### src/rtl/wb_arbiter_2m.sv
// Two-master round-robin Wishbone arbiter; the grant is held for a whole CYC so bursts are never split.
// Optional stalled-beat timeout is built when the macro WB_ARB_TIMEOUT_EN is defined.
module wb_arbiter_2m #(
  parameter int ADDR_W         = 32,
  parameter int DATA_W         = 32,
  parameter int TIMEOUT_CYCLES = 255
) (
  input  logic                i_clk,
  input  logic                i_resetn,
  input  logic                s0_wb_cyc_i,
  input  logic                s0_wb_stb_i,
  input  logic                s0_wb_we_i,
  input  logic [ADDR_W-1:0]   s0_wb_adr_i,
  input  logic [DATA_W-1:0]   s0_wb_dat_i,
  input  logic [DATA_W/8-1:0] s0_wb_sel_i,
  output logic [DATA_W-1:0]   s0_wb_dat_o,
  output logic                s0_wb_ack_o,
  output logic                s0_wb_err_o,
  input  logic                s1_wb_cyc_i,
  input  logic                s1_wb_stb_i,
  input  logic                s1_wb_we_i,
  input  logic [ADDR_W-1:0]   s1_wb_adr_i,
  input  logic [DATA_W-1:0]   s1_wb_dat_i,
  input  logic [DATA_W/8-1:0] s1_wb_sel_i,
  output logic [DATA_W-1:0]   s1_wb_dat_o,
  output logic                s1_wb_ack_o,
  output logic                s1_wb_err_o,
  output logic                m_wb_cyc_o,
  output logic                m_wb_stb_o,
  output logic                m_wb_we_o,
  output logic [ADDR_W-1:0]   m_wb_adr_o,
  output logic [DATA_W-1:0]   m_wb_dat_o,
  output logic [DATA_W/8-1:0] m_wb_sel_o,
  input  logic [DATA_W-1:0]   m_wb_dat_i,
  input  logic                m_wb_ack_i,
  input  logic                m_wb_err_i,
  output logic [1:0]          o_grant
);

  typedef enum logic [1:0] {IDLE, GNT0, GNT1} state_e;

  state_e state_q, state_d;
  logic   lastGrant_q, lastGrant_d;
  logic   rawStb;
  logic   timeoutHit;

  always_ff @(posedge i_clk or negedge i_resetn) begin
    if (!i_resetn) begin
      state_q     <= IDLE;
      lastGrant_q <= 1'b1;
    end else begin
      state_q     <= state_d;
      lastGrant_q <= lastGrant_d;
    end
  end

  // On a tie the master that did not own the bus last time wins.
  always_comb begin
    state_d     = state_q;
    lastGrant_d = lastGrant_q;
    case (state_q)
      IDLE: begin
        if (s0_wb_cyc_i && s1_wb_cyc_i) state_d = lastGrant_q ? GNT0 : GNT1;
        else if (s0_wb_cyc_i)           state_d = GNT0;
        else if (s1_wb_cyc_i)           state_d = GNT1;
      end
      GNT0: begin
        if (!s0_wb_cyc_i) begin
          state_d     = IDLE;
          lastGrant_d = 1'b0;
        end
      end
      GNT1: begin
        if (!s1_wb_cyc_i) begin
          state_d     = IDLE;
          lastGrant_d = 1'b1;
        end
      end
      default: state_d = IDLE;
    endcase
  end

  assign rawStb = (state_q == GNT0) ? s0_wb_stb_i :
                  (state_q == GNT1) ? s1_wb_stb_i : 1'b0;

`ifdef WB_ARB_TIMEOUT_EN
  localparam logic [15:0] TimeoutLimit = 16'(TIMEOUT_CYCLES);

  logic [15:0] stallCnt_q, stallCnt_d;

  always_ff @(posedge i_clk or negedge i_resetn) begin
    if (!i_resetn) stallCnt_q <= '0;
    else           stallCnt_q <= stallCnt_d;
  end

  assign timeoutHit = rawStb && (stallCnt_q == TimeoutLimit);

  always_comb begin
    stallCnt_d = stallCnt_q + 16'd1;
    if (timeoutHit || (state_d != state_q) || !rawStb || m_wb_ack_i || m_wb_err_i)
      stallCnt_d = '0;
  end
`else
  assign timeoutHit = 1'b0;
`endif

  // Outputs are purely combinational from the registered grant, so response paths add no latency.
  always_comb begin
    m_wb_cyc_o  = 1'b0;
    m_wb_stb_o  = 1'b0;
    m_wb_we_o   = 1'b0;
    m_wb_adr_o  = '0;
    m_wb_dat_o  = '0;
    m_wb_sel_o  = '0;
    s0_wb_dat_o = '0;
    s0_wb_ack_o = 1'b0;
    s0_wb_err_o = 1'b0;
    s1_wb_dat_o = '0;
    s1_wb_ack_o = 1'b0;
    s1_wb_err_o = 1'b0;
    o_grant     = 2'b00;
    case (state_q)
      GNT0: begin
        m_wb_cyc_o  = s0_wb_cyc_i;
        m_wb_stb_o  = s0_wb_stb_i & ~timeoutHit;
        m_wb_we_o   = s0_wb_we_i;
        m_wb_adr_o  = s0_wb_adr_i;
        m_wb_dat_o  = s0_wb_dat_i;
        m_wb_sel_o  = s0_wb_sel_i;
        s0_wb_dat_o = m_wb_dat_i;
        s0_wb_ack_o = m_wb_ack_i & ~timeoutHit;
        s0_wb_err_o = m_wb_err_i | timeoutHit;
        o_grant     = 2'b01;
      end
      GNT1: begin
        m_wb_cyc_o  = s1_wb_cyc_i;
        m_wb_stb_o  = s1_wb_stb_i & ~timeoutHit;
        m_wb_we_o   = s1_wb_we_i;
        m_wb_adr_o  = s1_wb_adr_i;
        m_wb_dat_o  = s1_wb_dat_i;
        m_wb_sel_o  = s1_wb_sel_i;
        s1_wb_dat_o = m_wb_dat_i;
        s1_wb_ack_o = m_wb_ack_i & ~timeoutHit;
        s1_wb_err_o = m_wb_err_i | timeoutHit;
        o_grant     = 2'b10;
      end
      default: ;
    endcase
  end

endmodule
### config.mk
export PLATFORM = sky130hd
export DESIGN_NAME = wb_arbiter_2m
export DESIGN_NICKNAME = d
export VERILOG_FILES = /design/src/rtl/wb_arbiter_2m.sv
export SDC_FILE = /design/constraint.sdc
export NUM_CORES = 1
export LEC_CHECK = 0
export ABC_AREA = 1
export BUFFER_PORTS_ARGS = -buffer_cell sky130_fd_sc_hd__buf_2
export CAP_MARGIN = 20
export CORE_AREA = 2 2 125 127
export CTS_BUF_LIST = sky130_fd_sc_hd__clkbuf_8
export CTS_CLUSTER_DIAMETER = 60
export DETAILED_ROUTE_END_ITERATION = 7
export DIE_AREA = 0 0 127 129
export MAX_ROUTING_LAYER = met4
export SLEW_MARGIN = 10
export SYNTH_ARGS = -nofsm -noshare
export SYNTH_HDL_FRONTEND = slang
export SYNTH_SLANG_ARGS = --single-unit
### constraint.sdc
create_clock -name i_clk -period 2.2 [get_ports i_clk]
set_input_delay 0.33 -clock i_clk [delete_from_list [all_inputs] [get_ports i_clk]]
set_output_delay 0.33 -clock i_clk [all_outputs]
set_load 0.01 [all_outputs]
==> results.cfg <==
[synthesis]
syn-num-nets = 600
ys_ff_latch = 3
synth_compound_area_frac = 0.211
synth_mux_area_frac = 0
syn_area_per_cell_um2 = 4.52
syn_inst = 417
synth_top_family_by_area = simple AND/OR/NAND/NOR gates
ys_types = 16
ys_warn_count = 0
synth_area_mm2 = 0.00189
synth_adder_area_share = 0.0332
synth-xor-area-share = 0
seq_area_frac_synth = 0.0405
synth_simple_gate_area_frac = 0.470

[clock_network]
cts.sinks = 3
tritoncts = yes
htreeDepth = 1
cts_root_buf = clkbuf_8
clk_path_buf_depth = 2
numCtsBuffers = 3
worstSkewPairLatency_ps = 210
cts.clk_slew.worst_paths_ps = 30

[sta]
worst_pin_slew_ps = 222
drv_slew = 0
setup_viol = 0
clock.fmax_mhz = 481
finalSetupTns_ps = 0
hold_viol = 0
layout_setup_ws_ps = 120
max_slew_margin = 0.852
rsz0062_at_grt = false
period_share = 0.946
final.setup_skew_ps = 1.04
min_period_ps = 2080
holdWs_ps = 447

[cells_and_area]
layout-drive-gt1-share = 0.496
fin_nets = 902
instances_no_fill = 906
final_cell_mix = buf_2 (318), nand2_1 (213), inv_1 (76), a21oi_1 (60), a21oi_2 (11)
final_common_cell = buf_2
area_delta_synth_final_pct = 100
fin_area_mm2 = 0.00378
postLayoutCoreUtil = 0.252
n_antenna_cell = 0

[setup_path]
cp_slowest_cell = dfrtp_1
r2r_setup_slack_ps = 630
path_max_fanout = 21
end_kind = primary output
path_cells = inv_1 > ha_1 > inv_4 > clkbuf_16 > a21oi_1 > buf_2
cp-start-kind = register
crit_required_ps = 1870
arrival_ps = 1750
max_stage_delay_ps = 430
crit_type = register to primary output

[route]
vias = 3551
drt-pass1-iter-count = 4
drt-initial-drc-count = 134
routedWlPerCell_um = 11.2
ant_nets = 0
routed_via_density = 3.92
drt_wl_total_um = 10200
drc = 0

[floorplan]
coreArea_mm2 = 0.0150
die_w_um = 127
start_util = 0.126
rows = 45
die-area_mm2 = 0.0164
io-pin-count = 319
die_h_um = 129

[pwr]
power_density_mw_per_mm2 = 910
power.total_mw = 3.44
vdd_drop_max_uv = 744
static-leakage-power_nw = 2.65

[run_status]
status = finished clean

[placement]
port-buffer-count = 318
hpwl_um = 8350
dp_slack_ps = 257
dp.cells = 899
place_area_mm2 = 0.00368
gp_congestion = 0.768

[grt]
antenna_found_initial = 0
grt_max_degree = 44
overflow = 0
grt_pass1_wl_um = 14000
grt_usage = 0.109
grt_pass1_vias = 2972

[hold_path]
hp-class = input port to register

[run]
max-cap-violations = 0
per-layer routing:
metal,track usage,share of wire,vias to the layer above
li1,-,-,1822
met1,0.120,0.38,1514
met2,0.203,0.51,207
met3,0.0241,0.098,8
met4,0.0246,0.013,0
met5,-,0,-
cell usage after synthesis:
cell type    n  area share
dfstp_2      1       0.014
nor2_1       5       0.010
o21ai_0      1      0.0027
inv_1       75        0.15
ha_1         5       0.033
nand3_1      1      0.0027
nand2_1    213        0.42
clkbuf_1     5       0.010
inv_2        1      0.0020
a21oi_2     10       0.046
dfrtp_1      2       0.027
a21oi_1     61        0.16
buf_2       22       0.058
buf_4        2      0.0080
nand2_2     10       0.033
buf_6        3       0.018
flip-flops by register name, indices dropped and copies added, names as in the netlist:
| signal | cells |
|---|---|
| lastGrant_q | 1 |
| state_q | 2 |
what timing repair did:
action                     in CTS  in global routing
setup endpoints to repair       0                 46
buffers inserted                0                  1
hold endpoints to repair        2                  0
hold buffers                    1                  0
gates resized for setup         0                  3
cell families after synthesis:
family | Yosys count
buffers and inverters | 108
AND/OR/NAND/NOR | 229
flip-flops | 3
AO/OA/AOI/OAI | 72
adder cells (fa/ha/maj) | 5
worst paths after layout:
check / end / cells after the start / start
setup reg to reg: state_q[1] / 9 / state_q[1]
hold reg to reg: lastGrant_q / 2 / lastGrant_q
setup / recovery: m_wb_adr_o[20] / 6 / state_q[0]
min in group asynchronous: state_q[0] / 2 / i_resetn
max in group asynchronous: lastGrant_q / 2 / i_resetn
hold / removal: lastGrant_q / 4 / s1_wb_cyc_i
critical path, delay by kind of cell (launching register included):
| kind | cells | cell delay, ps |
|---|---|---|
| flops | 1 | 430 |
| fa+ha+maj | 1 | 340 |
| compound gates | 1 | 60 |
| buf+inv | 4 | 710 |
report_power, final:
group	total [mW]	internal [mW]	switching, mW
Clock	0.150	0.118	0.0318
Combinational	3.18	1.21	1.98
Sequential	0.108	0.0837	0.0239
Total	3.44	1.41	2.03
layout make-up:
type / count / area [um2]
multi-input combinational: 306 / 1370
clock inverter: 1 / 3.75
inverter: 76 / 288
timing repair buffer: 329 / 1770
fill: 1705 / 11200
clock buffer: 3 / 41.3
sequential: 3 / 76.3
tap: 188 / 235
Note: power is estimated with default switching activity, not from simulation.
